`src/rtl/cpu_sequencer.sv`:
```
// Eight-phase fetch/decode/execute control sequencer for the 8-bit accumulator CPU.
// Control strobes are pure combinational decodes of the state, opcode and zero flag.
module cpu_sequencer #(
    parameter int OPW = 3
) (
    input  logic           clk,
    input  logic           rst_n,
    input  logic           enable,
    input  logic           go,
    input  logic [OPW-1:0] opcode,
    input  logic           zero,
    output logic           sel,
    output logic           rd,
    output logic           ld_ir,
    output logic           inc_pc,
    output logic           halt,
    output logic           ld_pc,
    output logic           data_e,
    output logic           ld_ac,
    output logic           wr,
    output logic [3:0]     phase
);

    typedef enum logic [3:0] {
        INST_ADDR  = 4'd0,
        INST_FETCH = 4'd1,
        INST_LOAD  = 4'd2,
        IDLE       = 4'd3,
        OP_ADDR    = 4'd4,
        OP_FETCH   = 4'd5,
        ALU_OP     = 4'd6,
        STORE      = 4'd7,
        HALTED     = 4'd8
    } state_t;

    localparam logic [OPW-1:0] OP_HLT = OPW'(0);
    localparam logic [OPW-1:0] OP_SKZ = OPW'(1);
    localparam logic [OPW-1:0] OP_ADD = OPW'(2);
    localparam logic [OPW-1:0] OP_AND = OPW'(3);
    localparam logic [OPW-1:0] OP_XOR = OPW'(4);
    localparam logic [OPW-1:0] OP_LDA = OPW'(5);
    localparam logic [OPW-1:0] OP_STO = OPW'(6);
    localparam logic [OPW-1:0] OP_JMP = OPW'(7);

    // Kept as a plain 4-bit vector so the unused codes 9-15 are representable.
    logic [3:0] state;
    logic [3:0] state_next;
    logic       alu_op;

    assign alu_op = (opcode == OP_ADD) || (opcode == OP_AND) ||
                    (opcode == OP_XOR) || (opcode == OP_LDA);
    assign phase  = state;

    always_ff @(posedge clk or negedge rst_n) begin
        if (!rst_n) begin
            state <= INST_ADDR;
        end else begin
            state <= state_next;
        end
    end

    // HALTED resumes on go regardless of enable; illegal codes recover unconditionally.
    always_comb begin
        state_next = state;
        case (state)
            INST_ADDR:  if (enable) state_next = INST_FETCH;
            INST_FETCH: if (enable) state_next = INST_LOAD;
            INST_LOAD:  if (enable) state_next = IDLE;
            IDLE:       if (enable) state_next = OP_ADDR;
            OP_ADDR:    if (enable) state_next = (opcode == OP_HLT) ? HALTED : OP_FETCH;
            OP_FETCH:   if (enable) state_next = ALU_OP;
            ALU_OP:     if (enable) state_next = STORE;
            STORE:      if (enable) state_next = INST_ADDR;
            HALTED:     if (go)     state_next = OP_FETCH;
            default:    state_next = INST_ADDR;
        endcase
    end

    always_comb begin
        sel    = 1'b0;
        rd     = 1'b0;
        ld_ir  = 1'b0;
        inc_pc = 1'b0;
        halt   = 1'b0;
        ld_pc  = 1'b0;
        data_e = 1'b0;
        ld_ac  = 1'b0;
        wr     = 1'b0;
        case (state)
            INST_ADDR: begin
                sel = 1'b1;
            end
            INST_FETCH: begin
                sel = 1'b1;
                rd  = 1'b1;
            end
            INST_LOAD, IDLE: begin
                sel   = 1'b1;
                rd    = 1'b1;
                ld_ir = 1'b1;
            end
            OP_ADDR: begin
                inc_pc = 1'b1;
                halt   = (opcode == OP_HLT);
            end
            OP_FETCH: begin
                rd = alu_op;
            end
            ALU_OP: begin
                rd     = alu_op;
                inc_pc = (opcode == OP_SKZ) && zero;
                ld_pc  = (opcode == OP_JMP);
                data_e = (opcode == OP_STO);
            end
            STORE: begin
                rd     = alu_op;
                ld_ac  = alu_op;
                ld_pc  = (opcode == OP_JMP);
                wr     = (opcode == OP_STO);
                data_e = (opcode == OP_STO);
            end
            HALTED: begin
                halt = 1'b1;
            end
            default: begin
            end
        endcase
    end

endmodule

```
`config.mk`:
```
export PLATFORM = sky130hd
export DESIGN_NAME = cpu_sequencer
export DESIGN_NICKNAME = d
export VERILOG_FILES = /design/src/rtl/cpu_sequencer.sv
export SDC_FILE = /design/constraint.sdc
export NUM_CORES = 1
export LEC_CHECK = 0
export CELL_PAD_IN_SITES_DETAIL_PLACEMENT = 0
export CELL_PAD_IN_SITES_GLOBAL_PLACEMENT = 1
export CORE_MARGIN = 2
export CORE_UTILIZATION = 25
export DETAILED_ROUTE_END_ITERATION = 8
export GPL_TIMING_DRIVEN = 0
export PLACE_DENSITY = 0.9
export RECOVER_POWER = 50
export REMOVE_ABC_BUFFERS = 1
export SLEW_MARGIN = 15
export SYNTH_ARGS = -nofsm -noshare
export SYNTH_HDL_FRONTEND = slang
export SYNTH_SLANG_ARGS = --single-unit
```
`constraint.sdc`:
```
create_clock -name clk -period 3.1 [get_ports clk]
set_input_delay 0.31 -clock clk [delete_from_list [all_inputs] [get_ports clk]]
set_output_delay 0.31 -clock clk [all_outputs]
set_load 0.02 [all_outputs]
```
==> results of run 1 <==
[final cells by class]
class	instances	area share, %
clock buffer	3	3.88
inverter	4	2.59
multi-input combinational	35	38.6
sequential	4	17.2
tap	15	3.23
timing repair buffer	20	34.5
[through the flow]
stage	utilization [%]	setup WS [ns]	instances	hold slack (ns)	cell area (sq um)
2_1_floorplan	-	1.22	43	0.0144	344
3_3_place_gp	42.7	0.712	78	0.520	563
3_5_place_dp	42.7	0.727	78	0.529	563
4_1_cts	44.4	0.724	81	0.283	586
5_1_grt	44.1	0.369	81	0.350	581
6_report	44.1	0.528	81	0.350	581
[final timing paths]
| check | from | depth (start not counted) | endpoint | slack, ns |
|---|---|---|---|---|
| max | opcode[1] | 5 | halt | 0.53 |
| min | rst_n | 1 | phase[3]$_DFFE_PN0P_ | 0.35 |
| max reg2reg | phase[2]$_DFFE_PN0P_ | 3 | phase[2]$_DFFE_PN0P_ | 1.90 |
| min reg2reg | phase[1]$_DFFE_PN0P_ | 1 | phase[3]$_DFFE_PN0P_ | 0.61 |
| max in group asynchronous | rst_n | 1 | phase[0]$_DFFE_PN0P_ | 2.59 |
| min in group clk | phase[1]$_DFFE_PN0P_ | 1 | phase[3]$_DFFE_PN0P_ | 0.61 |
[Yosys cell counts (all sizes together), types with 2 or more instances]
cell    n  area [sq um]
nand3   2          10.0
a21oi   3          15.0
dfrtp   4           100
nor3    4          25.0
a211o   2          17.5
xnor2   2          17.5
a32oi   2          17.5
clkbuf  2          7.51
inv     4          15.0
nand2   2          7.51
nor2b   3          18.8
nor2    5          18.8
and3b   2          17.5
[layer usage]
metal,track usage (%),up-vias
met5,0,-
met4,1.94,0
met3,3.91,0
met2,17.5,3
met1,16.5,182
li1,-,210
[power groups by stage]
stage / clock, mW / sequential [mW] / combinational, mW
after floorplan: 0 / 0.123 / 0.133
after global placement: 0 / 0.116 / 0.268
after detailed placement: 0 / 0.115 / 0.270
after CTS: 0.0651 / 0.114 / 0.271
after global routing: 0.0729 / 0.121 / 0.283
final: 0.0613 / 0.113 / 0.264
[kinds of logic (layout without fill, tap and decap cells)]
kind of cell / after synthesis / after routing / share of synthesized area (%)
buffers and inverters: 7 / 27 / 7.72
AOI/OAI and AO/OA: 12 / 12 / 24.9
and+or+nand+nor: 21 / 21 / 34.4
DFF: 4 / 4 / 28.1
xor gates and xnor gates: 2 / 2 / 4.91
==> parameters.txt, run 1 <==
Parameter                              Value

Run status
  Outcome ... finished clean

Synth
  Cell area after synthesis ... 357 sq um
  Proportion of register bits with asynchronous set or reset after synthesis ... 100%
  Share of the yosys chip area belonging to registers ... 28.1%
  Post-synthesis cell type count ... 23
  Number of enable-type register cells in the synthesized netlist ... 0
  Primary FF master, synth ... sky130_fd_sc_hd__dfrtp_1
  Total of warnings raised by yosys ... 0
  Number of register bits inferred by synthesis ... 4
  Cells after Synth ... 46
  Average cell area after synthesis ... about 7.8 sq um

Critical path
  Critical-path cell with the highest stage delay ... sky130_fd_sc_hd__clkdlybuf4s50_1
  CP top delay family ... buffers and inverters
  Maximum fanout count along the critical path ... 5
  Critical Path Source Type ... primary input
  Stage delay of the slowest cell on the critical path ... around 0.63 ns
  Cell occurring most often along the worst timing path ... sky130_fd_sc_hd__nor3_1
  Critical path buffer and inverter count ... 2
  Startpoint-to-endpoint class of the critical path ... primary input to output pin
  List of cells traversed by the critical path ... dlygate4sd3_1 -> nor3_1 -> a21oi_1 -> nor3_1 -> clkdlybuf4s50_1
  Critical path endpoint category ... output pin
  Data arrival, critical path ... roughly 2.3 ns
  Required time reported for the critical path endpoint ... between 2 and 3 ns

STA
  Aggregate negative setup slack ... 0 ns
  Number of hold violations in the final report ... 0
  Final setup violating endpoints ... 0
  Slew @ Worst Pin ... ~0.48 ns
  Clock period minus final worst setup slack ... ~2.6 ns
  Final period utilization ... around 83%
  Relative slew margins ... 67.9%
  Final-report max-slew violation count ... 0
  Post-route clock skew ... roughly 0.0019 ns
  Timing-limited maximum frequency ... roughly 390 MHz
  RSZ-0062 raised after global routing ... no

Cells and area
  Fraction of layout instances using a drive strength above 1 ... around 4.5%
  Register cell area after layout ... 100 sq um
  Commonest non-fill, non-tap cells in the layout ... 15 x sky130_fd_sc_hd__clkdlybuf4s50_1, 5 x sky130_fd_sc_hd__nor2_1, 5 x sky130_fd_sc_hd__dlygate4sd3_1
  Multi-input combinational cell area ... roughly 220 sq um
  Total Nets Final ... 76
  Number of flip-flops in the largest register ... 4
  Ant. Diodes ... 0
  Commonest non-fill, non-tap cell in the layout ... sky130_fd_sc_hd__clkdlybuf4s50_1
  FILL cells ... ~150
  Relative area change from synthesis to final layout ... 62.8%

Detailed routing
  First-pass detailed-route iteration total ... 2
  Overall via count from detail_route ... 395
  Count of antenna-violating nets left after detailed routing ... 0
  Top routing layer in use ... met3
  WL met1 ... about 470 microns
  DRC violations left ... 0
  Routed WL per cell ... ~12 microns
  First DRT Iteration DRCs ... 1
  DR WL met2 ... ~480 microns
  Total wire length ... 968 microns
  Vias per Instance ... roughly 5
  Routed length on met3 ... approximately 15 microns

Clock tree
  Clk pin slew, worst setup/hold paths ... 0.04 ns
  Clock tree from TritonCTS ... yes
  Maximum clock insertion buffer count ... 2
  Number of buffers added by the clock tree synthesis step ... 3
  Num Clock Sinks ... 4
  Number of buffers inserted to repair setup after CTS ... 0
  Clock latency reported for the late side of the worst-skew pair ... 0.23 ns
  Count of hold buffers inserted by post-cts repair ... 0
  Clock tree root buffer cell ... sky130_fd_sc_hd__clkbuf_4
  Count of instances resized after the clock tree is built ... 0
  Number of H-tree levels ... 1

Floorplanning
  Height of the die ... between 40 and 50 microns
  Width of the die ... 41.8 microns
  Total I/O pin count ... 21
  Initial core utilization ... between 20% and 30%
  Core Box Area ... about 1300 sq um
  Floorplan die area ... 1740 sq um
  Std cell rows ... 13

Global routing
  Via count of the first global-routing pass ... approximately 370
  Pin count of the biggest net entering global routing ... 15
  Aggregate global routing overflow ... 0
  Number of antenna violations at the first check in global routing ... 0
  Global-route wire length before repair ... ~1600 microns
  GR Util All Layers ... around an eighth

Power and ir drop
  Largest vdd supply drop ... 0.382 mV
  Switching power as a share of total power ... between 40% and 50%
  Net load switching power ... slightly below 0.2 mW
  Static Leakage ... 0.238 nW
  Sequential Power Share ... between 20% and 30%
  Overall power of the completed layout ... between 0.4 and 0.5 mW
  Logic gate share of total power ... between 60% and 70%
  Fraction of power consumed by the clock network ... 14.0%
  P per Cell Area ... ~760 nW/um^2
  Internal ... about 0.24 mW

Placement
  Count of input and output buffers ... 20
  HPWL after detailed placement ... between 700 and 800 microns
  Weighted congestion at the end of routability-driven global placement ... ~0.72

Hold path
  Min-Delay Path Class ... primary input to async pin

Flow run
  # Max-Cap Violations ... 0
Power figures use the tool's default switching activity.
==> run 2, diff against run 1 <==
Settings changed: CORE_UTILIZATION 25 to 21, PLACE_DENSITY 0.9 to 0.81.
Clock period 3.1 ns to 2.29 ns, I/O delays scaled along.
==> parameters.txt, run 2 (synthesis gave the netlist of run 1 again) <==
Parameter                              Value

Cells and area
  Total Nets Final ... between 70 and 80
  Relative area change from synthesis to final layout ... 67.4%
  Final instance count without filler cells ... approximately 80
  Number of flip-flops in the largest register ... 4
  FILL cells ... between 150 and 200
  Ant. Diodes ... 0
  Commonest non-fill, non-tap cells in the layout ... 16 x sky130_fd_sc_hd__clkdlybuf4s50_1, 5 x sky130_fd_sc_hd__nor2_1, 4 x sky130_fd_sc_hd__inv_1
  Fraction of layout instances using a drive strength above 1 ... 7.58%
  Commonest non-fill, non-tap cell in the layout ... sky130_fd_sc_hd__clkdlybuf4s50_1
  Final standard cell utilization of the core ... 38.7%

Power and ir drop
  Static Leakage ... 0.259 nW
  P per Cell Area ... slightly above 1000 nW/um^2
  Largest vdd supply drop ... approximately 0.30 mV

Global routing
  Number of antenna violations at the first check in global routing ... 0
  GR Util All Layers ... ~11%
  Global-route wire length before repair ... ~1700 microns
  Pin count of the biggest net entering global routing ... 15
  Via count of the first global-routing pass ... 400
  Aggregate global routing overflow ... 0

STA
  Final setup violating endpoints ... 0
  Smallest hold slack ... 0.262 ns
  Final period utilization ... a little over nine tenths
  Number of hold violations in the final report ... 0
  Final critical-path setup slack ... between 0.1 and 0.15 ns
  Relative slew margins ... between 70% and 80%
  Slew @ Worst Pin ... 0.373 ns
  Timing-limited maximum frequency ... approximately 460 MHz
  Aggregate negative setup slack ... 0 ns
  Clock period minus final worst setup slack ... about 2.2 ns
  RSZ-0062 raised after global routing ... no
  Final-report max-slew violation count ... 0
  Post-route clock skew ... 0.00492 ns

Floorplanning
  Width of the die ... 45.2 microns
  Floorplan die area ... between 2000 and 2500 sq um
  Core Box Area ... around 1500 sq um
  Total I/O pin count ... 21
  Initial core utilization ... 23.1%
  Height of the die ... 45.2 microns
  Std cell rows ... 14

Critical path
  Critical path endpoint category ... output pin
  Critical Path Source Type ... register
  Maximum fanout count along the critical path ... 14
  Stage delay of the slowest cell on the critical path ... 0.60 ns
  Worst setup path startpoint ... phase[3]$_DFFE_PN0P_
  List of cells traversed by the critical path ... and3b_1 -> and4b_1 -> and2_1 -> clkdlybuf4s50_1
  Crit Reg-Reg Startpoint ... phase[2]$_DFFE_PN0P_
  Number of cells traversed by the worst register-to-register path ... 3
  Startpoint-to-endpoint class of the critical path ... register to output pin
  Required time reported for the critical path endpoint ... roughly 2.1 ns
  Critical-path cell with the highest stage delay ... sky130_fd_sc_hd__clkdlybuf4s50_1
  Data arrival, critical path ... 1.93 ns
  Number of stages on the worst setup path ... 4
  CP top delay family ... simple AND/OR/NAND/NOR gates
  Critical path buffer and inverter count ... 1

Clock tree
  Clock latency reported for the late side of the worst-skew pair ... between 0.2 and 0.25 ns
  Maximum clock insertion buffer count ... 2
  Num Clock Sinks ... 4
  Number of buffers added by the clock tree synthesis step ... 3
  Clk pin slew, worst setup/hold paths ... around 0.040 ns
  Clock tree root buffer cell ... sky130_fd_sc_hd__clkbuf_4
  Number of H-tree levels ... 1
  Count of hold buffers inserted by post-cts repair ... 0
  Clock tree from TritonCTS ... yes

Detailed routing
  DRC violations left ... 0
  Count of antenna-violating nets left after detailed routing ... 0
  Total wire length ... between 900 and 1000 microns
  Routed WL per cell ... approximately 12 microns
  First-pass detailed-route iteration total ... 1
  Overall via count from detail_route ... between 400 and 500
  Vias per Instance ... between 5 and 6
  First DRT Iteration DRCs ... 0

Placement
  Placed insts ... 79
  Pre-CTS WS ... 0.0767 ns
  Count of input and output buffers ... 20
  HPWL after detailed placement ... about 740 microns
  Weighted congestion at the end of routability-driven global placement ... roughly 0.8

Flow run
  # Max-Cap Violations ... 0

Hold path
  Min-Delay Path Class ... primary input to async pin

Run status
  Outcome ... finished clean
run 2: cell types whose count changed in the layout (fill, tap and decap cells not counted):
cell,before,now
sky130_fd_sc_hd__nor3_1,4,3
sky130_fd_sc_hd__dfrtp_2,0,1
sky130_fd_sc_hd__dlymetal6s2s_1,0,1
sky130_fd_sc_hd__dlygate4sd3_1,5,3
sky130_fd_sc_hd__clkdlybuf4s50_1,15,16
sky130_fd_sc_hd__dfrtp_1,4,3
sky130_fd_sc_hd__nor3_4,0,1
run 2: repair_timing:
action / 4_1_cts / 5_1_grt
buffers inserted: 0 / 0
endpoints found under the setup margin: 0 / 3
gates resized for setup: 0 / 3
run 2: worst reg2reg max path: cells and delay by family, from the launching register on:
kind | cells | cell delay (ns)
AO/OA/AOI/OAI | 2 | 0.45
flip-flops | 1 | 0.51
buffers and inverters | 1 | 0.14
run 2: metal layers:
layer  track usage (%)  up-vias  wire length (microns)  part of all wire (%)
met4              5.29        0                      0                     0
met5                 0        -                      0                     0
met1              12.8      197                    409                    41
met3              1.60        0                     33                   3.3
met2              19.7        6                    547                    55
li1                  -      211                      -                     -
run 2: area by class of cell:
class / count / area (sq um) / area share, %
Tap cell: 16 / 20.0 / 3.35
Sequential cell: 4 / 101 / 17.0
Timing Repair Buffer: 20 / 203 / 34.0
Multi-Input combinational cell: 35 / 235 / 39.4
Inverter: 4 / 15.0 / 2.52
Clock buffer: 3 / 22.5 / 3.77
run 2: path summary, 6_finish.rpt:
check                                  endpoint  slack (ns)
min reg2reg                phase[1]$_DFFE_PN0P_        0.61
min                        phase[1]$_DFFE_PN0P_        0.26
min in group clk           phase[1]$_DFFE_PN0P_        0.61
max in group asynchronous  phase[3]$_DFFE_PN0P_        1.85
max                                          wr        0.13
max reg2reg                phase[2]$_DFFE_PN0P_        1.09
run 2: through the flow:
stage	power, mW	area, sq um
2_1_floorplan	0.346	344
3_3_place_gp	0.523	564
3_5_place_dp	0.524	564
4_1_cts	0.616	587
5_1_grt	0.649	597
6_report	0.601	597
run 2: where the power goes:
group	leakage [nW]	switching (mW)	internal, mW
Sequential	0.0467	0.0623	0.0938
Clock	0.0138	0.0273	0.0585
Combinational	0.198	0.181	0.177
Total	0.259	0.271	0.330
